===== config.mk =====
export PLATFORM = sky130hd
export DESIGN_NAME = mux_sched_ctrl
export DESIGN_NICKNAME = d
export VERILOG_FILES = /design/src/rtl/mux_sched_ctrl_pkg.sv /design/src/rtl/mux_sched_ctrl_rr_arbiter.sv /design/src/rtl/mux_sched_ctrl.sv
export SDC_FILE = /design/constraint.sdc
export NUM_CORES = 1
export LEC_CHECK = 0
export CORE_UTILIZATION = 52
export CTS_CLUSTER_SIZE = 14
export DETAILED_ROUTE_END_ITERATION = 10
export PLACE_DENSITY = 0.88
export SYNTH_ARGS = -nofsm -noshare
export SYNTH_HDL_FRONTEND = slang
export SYNTH_SLANG_ARGS = --single-unit

===== constraint.sdc =====
create_clock -name clk -period 4.5 [get_ports clk]
set_input_delay 0.9 -clock clk [delete_from_list [all_inputs] [get_ports clk]]
set_output_delay 0.9 -clock clk [all_outputs]
set_load 0.01 [all_outputs]

===== src/rtl/mux_sched_ctrl_pkg.sv =====
`default_nettype none
// ============================================================================
//  Module      : mux_sched_ctrl_pkg
//  Description : Shared link-state encodings and default sizing for the
//                transaction-layer output mux and its scheduler.
//  Revision    : 1.0  initial release
// ============================================================================
package mux_sched_ctrl_pkg;

    localparam int c_NUM_CH_DEF = 5;
    localparam int c_IDX_W_DEF  = 3;
    localparam int c_UMB_W_DEF  = 4;

    // One-hot link states; the mux decodes these same codes.
    typedef enum logic [3:0] {
        ST_RESET  = 4'b0001,
        ST_INIT   = 4'b0010,
        ST_IDLE   = 4'b0100,
        ST_ACTIVE = 4'b1000
    } state_t;

endpackage
`default_nettype wire


===== src/rtl/mux_sched_ctrl_rr_arbiter.sv =====
`default_nettype none
// ============================================================================
//  Module      : rr_arbiter
//  Description : Combinational round-robin search. Starts one past the last
//                granted channel and wraps; masked channels are skipped.
//  Revision    : 1.0  initial release
// ============================================================================
module rr_arbiter #(
    parameter int NUM_CH = 5,
    parameter int IDX_W  = 3
) (
    input  logic [NUM_CH-1:0] i_req,
    input  logic [IDX_W-1:0]  i_ptr,
    input  logic [NUM_CH-1:0] i_mask,
    output logic              o_valid,
    output logic [IDX_W-1:0]  o_idx
);

    logic [NUM_CH-1:0] w_elig;
    logic [IDX_W-1:0]  w_cand;

    assign w_elig = i_req & ~i_mask;

    // Walk ptr+1 .. ptr+NUM_CH (mod NUM_CH); the first eligible channel wins.
    always_comb begin
        o_valid = 1'b0;
        o_idx   = '0;
        w_cand  = '0;
        for (int d = 1; d <= NUM_CH; d++) begin
            w_cand = IDX_W'((int'(i_ptr) + d) % NUM_CH);
            if (!o_valid && w_elig[w_cand]) begin
                o_valid = 1'b1;
                o_idx   = w_cand;
            end
        end
    end

endmodule
`default_nettype wire


===== src/rtl/mux_sched_ctrl.sv =====
`default_nettype none
// ============================================================================
//  Module      : mux_sched_ctrl
//  Description : Link state machine and round-robin scheduler for the
//                5-input transaction-layer output mux. Drives mux idx/req,
//                VC FIFO pops, and latches the flow-control threshold in INIT.
//  Revision    : 1.0  initial release
// ============================================================================
module mux_sched_ctrl
    import mux_sched_ctrl_pkg::*;
#(
    parameter int NUM_CH = c_NUM_CH_DEF,
    parameter int IDX_W  = c_IDX_W_DEF,
    parameter int UMB_W  = c_UMB_W_DEF
) (
    input  logic              clk,
    input  logic              reset,
    input  logic              init,
    input  logic [UMB_W-1:0]  umbral_in,
    input  logic [NUM_CH-1:0] fifo_empty,
    input  logic              dest_afull,
    output logic [3:0]        state,
    output logic [IDX_W-1:0]  idx,
    output logic              req,
    output logic [NUM_CH-1:0] pop,
    output logic [UMB_W-1:0]  umbral,
    output logic              idle_out
);

    state_t            r_state;
    state_t            w_state_nxt;
    logic [IDX_W-1:0]  r_ptr;
    logic [NUM_CH-1:0] r_mask;
    logic [IDX_W-1:0]  r_idx;
    logic              r_req;
    logic [NUM_CH-1:0] r_pop;
    logic [UMB_W-1:0]  r_umbral;
    logic              r_idle;

    logic              w_arb_valid;
    logic [IDX_W-1:0]  w_arb_idx;
    logic              w_grant;
    logic [NUM_CH-1:0] w_grant_oh;
    logic              w_idle_nxt;

    rr_arbiter #(
        .NUM_CH (NUM_CH),
        .IDX_W  (IDX_W)
    ) u_arb (
        .i_req   (~fifo_empty),
        .i_ptr   (r_ptr),
        .i_mask  (r_mask),
        .o_valid (w_arb_valid),
        .o_idx   (w_arb_idx)
    );

    assign w_grant_oh = NUM_CH'(1) << w_arb_idx;
    // idle_out is aligned with the state it describes, so it looks at next state.
    assign w_idle_nxt = (w_state_nxt == ST_IDLE) && (&fifo_empty);

    // Next-state and grant decision; only IDLE without init/afull may grant.
    always_comb begin
        w_state_nxt = r_state;
        w_grant     = 1'b0;
        case (r_state)
            ST_RESET:  w_state_nxt = ST_INIT;
            ST_INIT:   if (!init) w_state_nxt = ST_IDLE;
            ST_IDLE: begin
                if (init)            w_state_nxt = ST_INIT;
                else if (dest_afull) w_state_nxt = ST_ACTIVE;
                else                 w_grant     = w_arb_valid;
            end
            ST_ACTIVE: begin
                if (init)            w_state_nxt = ST_INIT;
                else if (!dest_afull) w_state_nxt = ST_IDLE;
            end
            default:   w_state_nxt = ST_RESET;
        endcase
    end

    // State, scheduler pointer/mask and all registered outputs.
    always_ff @(posedge clk) begin
        if (reset) begin
            r_state  <= ST_RESET;
            r_ptr    <= IDX_W'(NUM_CH - 1);
            r_mask   <= '0;
            r_idx    <= '0;
            r_req    <= 1'b0;
            r_pop    <= '0;
            r_umbral <= '0;
            r_idle   <= 1'b0;
        end else begin
            r_state <= w_state_nxt;
            r_req   <= w_grant;
            r_pop   <= w_grant ? w_grant_oh : '0;
            r_idle  <= w_idle_nxt;
            if (w_grant) begin
                r_idx  <= w_arb_idx;
                r_ptr  <= w_arb_idx;
                // Block the just-popped channel for one cycle: its empty flag lags.
                r_mask <= w_grant_oh;
            end else begin
                r_mask <= '0;
            end
            if (r_state == ST_INIT) begin
                r_umbral <= umbral_in;
            end
        end
    end

    assign state    = r_state;
    assign idx      = r_idx;
    assign req      = r_req;
    assign pop      = r_pop;
    assign umbral   = r_umbral;
    assign idle_out = r_idle;

endmodule
`default_nettype wire

==> impl_metrics.csv <==
group,metric,value,unit
run_status,outcome,"finished, final reports clean",
sta,tns,0,ns
sta,rsz0062_at_grt,"yes",
power,seq_power_share,46.0,%
power,switching_power,109.6,uW
global_route,grt_pass1_wl,12.16,mm
route,antenna_left,0,
clock_tree,cts-root-buf,"clkbuf_8",
hold_path,hold_path_class,"reg -> reg",
final_layout,area_growth,31.06,%
clock_tree,clkTransAtPathRegs,0.08,ns
placement,routabilityCongestion,0.9733,
critical_path,worstPathArrival,4.58,ns
synthesis,ys_warn_count,0,
synthesis,syn_area_per_cell,7.790,sq um
job,maxCapViolCount,0,
route,dr_total_vias,2969,
final_layout,insertedDiodeCount,0,
power,p_leak,1.383,nW
placement,io_buffers,30,
power,power.share.clock,32.0,%
sta,slew_headroom,53.92,%
synthesis,mappedNetlistArea,2586,sq um
global_route,grtUsageTotal,28.86,%
synthesis,synth_edf_count,0,
sta,slew_viol_final,0,
floorplanning,initial_core_util,54.39,%
final_layout,nNetsFinal,427,
route,viasPerCell,6.540,
sta,setup_violations,0,
floorplanning,die_y,72.53,um
clock_tree,insertion_delay,0.26,ns
global_route,grt_overflow,0,
sta,min_period,4.429,ns
clock_tree,numCtsBuffers,3,
synthesis,synth_ff_type,"dfxtp_1",
power,power,385.6,uW
power,power_frac_comb,21.9,%
floorplanning,io_pins,31,
critical_path,required,4.65,ns
synthesis,async_flop_share,0,%
clock_tree,cts_hold_buf,0,
sta,hold_violations,0,
route,wl_per_cell,17.73,um
synthesis,ys_seq_elements,19,
global_route,grt_pass1_vias,2624,
critical_path,crit_fanout,7,
critical_path,cp-end-kind,"flip-flop",
synthesis,seq_area_frac_synth,14.71,%
clock_tree,clkSinkCount,19,
sta,finalCritPeriodShare,98.41,%
final_layout,final_common_cell,"buf_4",
floorplanning,core-area,4755,sq um
global_route,antenna_found_initial,0,
clock_tree,cts_max_level,1,
global_route,grt_max_degree,19,
synthesis,syn_inst,332,
power,power_per_cell_area,113.8,nW/um^2
sta,finClkSkew,0.004188,ns
synthesis,synth_cell_types,73,
sta,fmax,0.2258,GHz
floorplanning,die_x,72.53,um
route,drtIter0Drc,395,
clock_tree,cts_tree,"built",
synthesis,synth_nets,371,
power,switching_share,28.42,%
critical_path,criticalPathCategory,"reg -> reg",
route,drtPass1Iterations,5,
final_layout,mostFrequentLayoutCells,"33 x buf_4, 30 x clkdlybuf4s50_1, 26 x a21oi_1, 25 x nor2_1",
sta,fin_hold_ws,0.4720,ns
critical_path,critical_path.startpoint_type,"flip-flop",
power,vdd_drop_max,0.2535,mV
placement,dp_hpwl,5.714,mm
floorplanning,placement_rows,25,
sta,max_slew.worst_pin.slew,0.6839,ns
final_layout,drive_gt1_share,21.71,%
route,routed_wl,8.048,mm
floorplanning,dieArea,5260,sq um
route,drc,0,
power,intPower,276.0,uW
clock_tree,clockBufferDepth,2,
[metrics by stage]
step	instances	area [sq um]	util (%)	worst slack, ns
2_1_floorplan	332	2628	-	0.03067
3_3_place_gp	440	3120	65.63	0.06268
3_5_place_dp	440	3120	65.63	-0.1116
4_1_cts	447	3194	67.18	0.005722
5_1_grt	454	3390	71.29	-0.1354
6_report	454	3390	71.29	0.07145
[Yosys cell counts, types with 4 or more instances]
| cell | instances | area (sq um) |
|---|---|---|
| a21o_1 | 11 | 82.58 |
| o31ai_1 | 4 | 30.03 |
| o22ai_1 | 4 | 25.02 |
| nand3_1 | 7 | 35.03 |
| a22oi_1 | 4 | 30.03 |
| and3_1 | 6 | 37.54 |
| a211oi_1 | 6 | 45.04 |
| a211o_1 | 4 | 35.03 |
| xnor2_1 | 5 | 43.79 |
| nand2b_1 | 6 | 37.54 |
| o211ai_1 | 4 | 30.03 |
| nor3_1 | 8 | 40.04 |
| a31oi_1 | 5 | 31.28 |
| or2_2 | 4 | 25.02 |
| nand4_1 | 7 | 43.79 |
| inv_1 | 15 | 56.30 |
| ha_1 | 26 | 325.3 |
| nand2_1 | 21 | 78.83 |
| a21oi_1 | 26 | 130.1 |
| nor2b_1 | 6 | 37.54 |
| dfxtp_1 | 19 | 380.4 |
| o21ai_0 | 19 | 95.09 |
| and2_1 | 4 | 25.02 |
| nor2_1 | 26 | 97.59 |
| mux2i_1 | 4 | 40.04 |
| clkbuf_1 | 6 | 22.52 |
[cell type report]
type / count / area, sq um
clock buffers: 3 / 41.29
flip-flops and latches: 19 / 389.1
inverters: 18 / 73.82
well taps: 67 / 83.83
fillers: 344 / 1365
clock inverters: 1 / 7.507
multi-input cells: 283 / 2246
repair buffers: 63 / 548.0
[power groups by stage]
stage | sequential (mW) | clock (mW) | combinational, mW
floorplan | 0.182 | 0 | 0.0447
global placement | 0.182 | 0 | 0.0760
detailed placement | 0.182 | 0 | 0.0777
CTS | 0.178 | 0.125 | 0.0787
global route | 0.178 | 0.133 | 0.0900
finish | 0.177 | 0.124 | 0.0846
[timing repair]
action	CTS	global route
cloned	0	0
resized for setup	1	27
pin swaps	3	8
setup endpoints to repair	5	10
buffers inserted	3	7
[flip-flops by register name, indices dropped and copies added, names as in the netlist]
| signal | cells |
|---|---|
| umbral | 4 |
| idle_out | 1 |
| state | 4 |
| idx | 1 |
| r_ptr | 3 |
| pop | 5 |
| req | 1 |
[critical path: stages, from the launching register on]
cell and delay, ns:
dfxtp_4 0.39, ha_1 0.23, xnor2_2 0.21, inv_2 0.06
ha_2 0.20, o31ai_2 0.22, o31a_1 0.31, xnor2_4 0.20
ha_4 0.21, nor2b_2 0.20, nor2_1 0.09, a211o_1 0.34
a221o_1 0.32, a221oi_2 0.25, o2111ai_2 0.16, mux2_4 0.33
a221oi_4 0.30, nor2_2 0.11, a22o_1 0.20
[final timing paths]
| path | startpoint | slack [ns] | cells after the start | end |
|---|---|---|---|---|
| hold reg to reg | idx[2] | 0.47 | 1 | idx[2] |
| setup / recovery | r_ptr[1] | 0.07 | 18 | r_ptr[0] |
| hold / removal | idx[2] | 0.47 | 1 | idx[2] |
| setup reg to reg | r_ptr[1] | 0.07 | 18 | r_ptr[0] |
[per-layer routing]
layer / wire length (um) / GRT usage (%) / vias to the layer above
met5: 0 / 0 / -
met4: 144 / 9.368 / 0
met3: 533 / 3.889 / 21
met2: 3965 / 49.33 / 167
met1: 3404 / 37.36 / 1400
li1: - / - / 1381
[cells by family after synthesis]
logic type                 Yosys count  share of synthesized area (%)
AOI/OAI and AO/OA                  122                          34.88
and+or+nand+nor                    116                          24.53
buffers and inverters               30                          4.789
adders and majority gates           26                          12.58
DFF                                 19                          14.71
muxes                               10                          4.886
xor gates and xnor gates             9                          3.629
Note: power is estimated with default switching activity, not from simulation.
